[config.mk]
export PLATFORM = sky130hd
export DESIGN_NAME = commu_tx
export DESIGN_NICKNAME = d
export VERILOG_FILES = /design/src/rtl/commu_tx.sv
export SDC_FILE = /design/constraint.sdc
export NUM_CORES = 1
export LEC_CHECK = 0
export CAP_MARGIN = 20
export CORE_UTILIZATION = 45
export CTS_CLUSTER_DIAMETER = 50
export DETAILED_ROUTE_END_ITERATION = 10
export PLACE_DENSITY = 0.71
export SLEW_MARGIN = 5
export SYNTH_ARGS = -nofsm -noshare
export SYNTH_HDL_FRONTEND = slang
export SYNTH_SLANG_ARGS = --single-unit
[constraint.sdc]
create_clock -name clk_sys -period 3.25 [get_ports clk_sys]
set_input_delay 0.4875 -clock clk_sys [delete_from_list [all_inputs] [get_ports clk_sys]]
set_output_delay 0.4875 -clock clk_sys [all_outputs]
set_load 0.01 [all_outputs]
[src/rtl/commu_tx.sv]
`timescale 1ns/1ps
// commu_tx: UART 8N1 byte transmitter for one RS-485 port, with driver-enable
// lead/tail timing around each packet and in-packet underrun detection.
module commu_tx #(
   parameter int DIV     = 100,
   parameter int DE_LEAD = 16,
   parameter int DE_TAIL = 16,
   parameter int GAP_MAX = 1000
) (
   input  logic       clk_sys,
   input  logic       rst_n,
   input  logic [7:0] tx_data,
   input  logic       tx_vld,
   input  logic       tx_last,
   output logic       tx_rdy,
   output logic       tx,
   output logic       de,
   output logic       busy,
   output logic       underrun
);

   typedef enum logic [2:0] {
      S_IDLE  = 3'd0,
      S_LEAD  = 3'd1,
      S_START = 3'd2,
      S_DATA  = 3'd3,
      S_STOP  = 3'd4,
      S_GAP   = 3'd5,
      S_TAIL  = 3'd6
   } state_t;

   localparam logic [15:0] DIV_END  = 16'(DIV - 1);
   localparam logic [15:0] LEAD_END = 16'(DE_LEAD - 1);
   localparam logic [15:0] TAIL_END = 16'(DE_TAIL - 1);
   localparam logic [15:0] GAP_END  = 16'(GAP_MAX - 1);

   state_t      state_r, state_s;
   logic [15:0] cnt_r, cnt_s;
   logic [2:0]  bit_r, bit_s;
   logic [7:0]  shift_r, shift_s;
   logic        last_r, last_s;
   logic [7:0]  hold_data_r, hold_data_s;
   logic        hold_last_r, hold_last_s;
   logic        hold_vld_r, hold_vld_s;
   logic        load_s, accept_s, underrun_s, tx_s;

   // Next-state logic: one shared counter times every phase and restarts at each boundary
   always_comb begin
      state_s    = state_r;
      cnt_s      = cnt_r + 16'd1;
      bit_s      = bit_r;
      shift_s    = shift_r;
      last_s     = last_r;
      load_s     = 1'b0;
      underrun_s = 1'b0;
      case (state_r)
         S_IDLE: begin
            cnt_s = 16'd0;
            if (hold_vld_r) state_s = S_LEAD;
            else            state_s = S_IDLE;
         end
         S_LEAD: begin
            if (cnt_r == LEAD_END) begin
               state_s = S_START;
               cnt_s   = 16'd0;
               load_s  = 1'b1;
            end else begin
               state_s = S_LEAD;
            end
         end
         S_START: begin
            if (cnt_r == DIV_END) begin
               state_s = S_DATA;
               cnt_s   = 16'd0;
               bit_s   = 3'd0;
            end else begin
               state_s = S_START;
            end
         end
         S_DATA: begin
            if (cnt_r == DIV_END) begin
               cnt_s   = 16'd0;
               shift_s = {1'b0, shift_r[7:1]};
               if (bit_r == 3'd7) begin
                  state_s = S_STOP;
               end else begin
                  bit_s = bit_r + 3'd1;
               end
            end else begin
               state_s = S_DATA;
            end
         end
         S_STOP: begin
            if (cnt_r == DIV_END) begin
               cnt_s = 16'd0;
               // A held byte after a last=1 frame belongs to a new packet and waits for IDLE
               if (last_r) begin
                  state_s = S_TAIL;
               end else if (hold_vld_r) begin
                  state_s = S_START;
                  load_s  = 1'b1;
               end else begin
                  state_s = S_GAP;
               end
            end else begin
               state_s = S_STOP;
            end
         end
         S_GAP: begin
            if (hold_vld_r) begin
               state_s = S_START;
               cnt_s   = 16'd0;
               load_s  = 1'b1;
            end else if (cnt_r == GAP_END) begin
               state_s    = S_TAIL;
               cnt_s      = 16'd0;
               underrun_s = 1'b1;
            end else begin
               state_s = S_GAP;
            end
         end
         S_TAIL: begin
            if (cnt_r == TAIL_END) begin
               state_s = S_IDLE;
               cnt_s   = 16'd0;
            end else begin
               state_s = S_TAIL;
            end
         end
         default: begin
            state_s = S_IDLE;
            cnt_s   = 16'd0;
         end
      endcase
      if (load_s) begin
         shift_s = hold_data_r;
         last_s  = hold_last_r;
         bit_s   = 3'd0;
      end else begin
         last_s = last_r;
      end
   end

   // Holding register: accept only when empty, release on load into the shifter
   always_comb begin
      accept_s    = tx_vld & ~hold_vld_r;
      hold_data_s = hold_data_r;
      hold_last_s = hold_last_r;
      hold_vld_s  = hold_vld_r;
      if (accept_s) begin
         hold_data_s = tx_data;
         hold_last_s = tx_last;
         hold_vld_s  = 1'b1;
      end else if (load_s) begin
         hold_vld_s = 1'b0;
      end else begin
         hold_vld_s = hold_vld_r;
      end
   end

   // Serial line value for the upcoming cycle
   always_comb begin
      case (state_s)
         S_START: tx_s = 1'b0;
         S_DATA:  tx_s = shift_s[0];
         default: tx_s = 1'b1;
      endcase
   end

   // State and output registers; reset forces the line idle and the driver off at once
   always_ff @(posedge clk_sys or negedge rst_n) begin
      if (!rst_n) begin
         state_r     <= S_IDLE;
         cnt_r       <= 16'd0;
         bit_r       <= 3'd0;
         shift_r     <= 8'd0;
         last_r      <= 1'b0;
         hold_data_r <= 8'd0;
         hold_last_r <= 1'b0;
         hold_vld_r  <= 1'b0;
         tx_rdy      <= 1'b1;
         tx          <= 1'b1;
         de          <= 1'b0;
         busy        <= 1'b0;
         underrun    <= 1'b0;
      end else begin
         state_r     <= state_s;
         cnt_r       <= cnt_s;
         bit_r       <= bit_s;
         shift_r     <= shift_s;
         last_r      <= last_s;
         hold_data_r <= hold_data_s;
         hold_last_r <= hold_last_s;
         hold_vld_r  <= hold_vld_s;
         tx_rdy      <= ~hold_vld_s;
         tx          <= tx_s;
         de          <= (state_s != S_IDLE);
         busy        <= (state_s != S_IDLE);
         underrun    <= underrun_s;
      end
   end

endmodule
==> flow_summary_export.csv <==
group,metric,value,unit
outcome,outcome,"finished clean",
synth,synth_nets,230,
detailed_routing,ant_nets,0,
clocking,max-clock-path-buffers,2,
timing,setup-tns-final,0,ns
setup_path,crit_path_start_kind,"register",
detailed_routing,routed_via_density,5.63,
detailed_routing,drtIter0Drc,233,
detailed_routing,vias,1617,
placement,dp_cells,277,
synth,synth.distinct_cells,48,
floorplanning,rows,24,
setup_path,r2r_end,"busy$_DFF_PN0_",
floorplanning,io_pins,17,
setup_path,crit_fanout,10,
setup_path,cp_data_required_time,3.43,ns
setup_path,worstPathArrival,2.85,ns
cells_and_area,final_cells,287,
synth,synth_edf_count,0,
synth,synth.cell_area,2190,µm²
synth,synthFlopType,"dfrtp_1",
synth,yosysWarningCount,0,
synth,synthArstFlopShare,100,%
cells_and_area,seq_area,1130,µm²
synth,synth-seq-cells,45,
clocking,cts-htree-levels,2,
global_route,grt_usage,18.1,%
cells_and_area,areaGrowthSynthToFinish,15.3,%
floorplanning,fp.dieH,71.7,µm
detailed_routing,firstDrtPassIters,6,
min_path,hold_class,"in2async",
timing,finClkSkew,0.00864,ns
setup_path,crit_family,"simple AND/OR/NAND/NOR gates",
global_route,grt_max_degree,46,
cells_and_area,nets,249,
clocking,clk_pin_slew,0.08,ns
clocking,cts_tree,"done",
synth,syn_area_per_cell,10.2,µm²
detailed_routing,wl_per_cell,14.1,µm
clocking,cts_resized,0,
power,p_leak,0.00113,µW
timing,hold_violations,0,
placement,io_buffers,16,
timing,final_max_slew_viol_count,0,
clocking,cts.root.buffer_cell,"clkbuf_8",
setup_path,cp_cell_sequence,"or4_4, nor4_4, a21oi_2, nor4_1, or3b_1",
cells_and_area,antenna_cells,0,
detailed_routing,drc,0,
timing,maxSlewHeadroom,45.4,%
synth,synthTopCellsByCount,"43 x dfrtp_1, 23 x nor2_1, 22 x nand2_1",
setup_path,critPathBufInv,0,
cells_and_area,multi_input_area,1010,µm²
flow_run,max-cap-violations,0,
timing,worst_pin_slew,0.818,ns
synth,synth_most_common_cell,"dfrtp_1",
clocking,post_cts_buffers,0,
setup_path,r2r_cells,5,
timing,max_freq,374,MHz
placement,dp_hpwl,2820,µm
floorplanning,initial_core_util,48.5,%
power,p_per_area,647,nW/µm²
placement,place_congestion,0.870,
synth,postSynthCellCount,215,
global_route,grt_pass1_wl,7060,µm
clocking,cts_made_buffers,5,
setup_path,crit_type,"reg2reg",
synth,synth.area.top_cells,"dfrtp_1 49%, mux2_2 4.1%, nor2_1 3.9%",
detailed_routing,wl,4050,µm
global_route,antenna_found_initial,0,
global_route,grt-ovfl-total,0,
timing,rsz0062_at_grt,"no",
synth,yosysTopAreaCellShare,49.2,%
clocking,clk_latency,0.30,ns
cells_and_area,fill_cells,385,
timing,fin_crit,2.68,ns
setup_path,end_kind,"register",
setup_path,regToRegSetupSlack,0.57,ns
cells_and_area,drive_above_1_share,14.0,%
floorplanning,die_x,71.7,µm
timing,holdWs,0.0904,ns
setup_path,crit_slowest_cell,"nor4_4",
timing,fin_crit_sh,82.3,%
setup_path,slowest_delay,0.60,ns
clocking,hold_buffers,0,
floorplanning,die_area,5140,µm²
floorplanning,design.core.area,4500,µm²
setup_path,crit-reg2reg-launch,"cnt_r[12]$_DFF_PN0_",
synth,synth_top_cell_by_area,"dfrtp_1",
power,ir_drop,0.384,mV
timing,setup_violations,0,
synth,yosysSeqAreaShare,51.6,%
clocking,clkSinkCount,45,
global_route,first_global_vias,1511,
## where the power goes
group / switching [µW] / internal [µW] / leakage (µW)
registers: 103 / 700 / 0.000583
logic: 198 / 215 / 0.000490
clock network: 187 / 228 / 0.0000552
## worst max-delay path by stage
stage                              from              to  depth (start not counted)
floorplan           cnt_r[12]$_DFF_PN0_  busy$_DFF_PN0_                          6
global placement     cnt_r[0]$_DFF_PN0_    tx$_DFF_PN1_                          7
detailed placement   cnt_r[0]$_DFF_PN0_    tx$_DFF_PN1_                          7
CTS                  cnt_r[0]$_DFF_PN0_    tx$_DFF_PN1_                          7
global route        cnt_r[12]$_DFF_PN0_  busy$_DFF_PN0_                          5
finish              cnt_r[12]$_DFF_PN0_  busy$_DFF_PN0_                          5
## state kept, by name, indices dropped and copies added (netlist names)
name	flops
tx_rdy	1
underrun	1
busy	1
bit_r	3
hold_data_r	8
state_r	3
last_r	1
hold_last_r	1
hold_vld_r	1
tx	1
shift_r	8
cnt_r	16
## per-stage QoR
| step | cell area [µm²] | total power (µW) | utilization (%) | setup slack [ns] |
|---|---|---|---|---|
| final | 2520 | 1630 | 56.0 | 0.574 |
| after global routing | 2520 | 1740 | 56.0 | 0.440 |
| after CTS | 2490 | 1640 | 55.4 | 0.510 |
| after detailed placement | 2390 | 1230 | 53.0 | 0.524 |
| after global placement | 2390 | 1210 | 53.0 | 0.654 |
| after floorplan | 2190 | 1090 | - | 0.834 |
## kinds of logic after synthesis
family	count (synthesis)	share of synthesized area [%]
AO/OA/AOI/OAI	35	11.2
XOR/XNOR	13	5.21
adder cells (fa/ha/maj)	3	1.72
buffers and inverters	12	2.29
flip-flops	45	51.6
multiplexers	8	4.12
AND/OR/NAND/NOR	99	23.9
## metal layers
layer,wire [µm],GRT usage [%],vias to the layer above,part of all wire [%]
li1,-,-,794,-
met1,1980,25.2,778,49
met2,1850,26.9,36,46
met3,134,4.36,9,3.3
met4,86,8.28,0,2.1
met5,0,0,-,0
## layout make-up
| type | count | share of cell area, % |
|---|---|---|
| multi-input cells | 158 | 40.0 |
| well taps | 52 | 2.58 |
| inverters | 4 | 0.596 |
| flip-flops and latches | 45 | 44.8 |
| repair buffers | 20 | 7.84 |
| clock inverters | 2 | 1.39 |
| clock buffers | 6 | 2.88 |
## cell usage in the layout (no fill, tap or decap), drive strengths merged, types with 3 or more instances in the layout
cell type / count
nand2: 22
ha: 3
and3: 5
clkbuf: 6
or2: 3
nand4: 3
buf: 5
a21oi: 7
a22oi: 9
inv: 4
nor2b: 5
o21ai: 8
nor2: 23
nor4: 4
mux2: 8
nand2b: 4
xnor2: 7
dfrtp: 43
xor2: 6
nor3: 5
clkdlybuf4s50: 15
nand3: 16
Power figures use the tool's default switching activity.
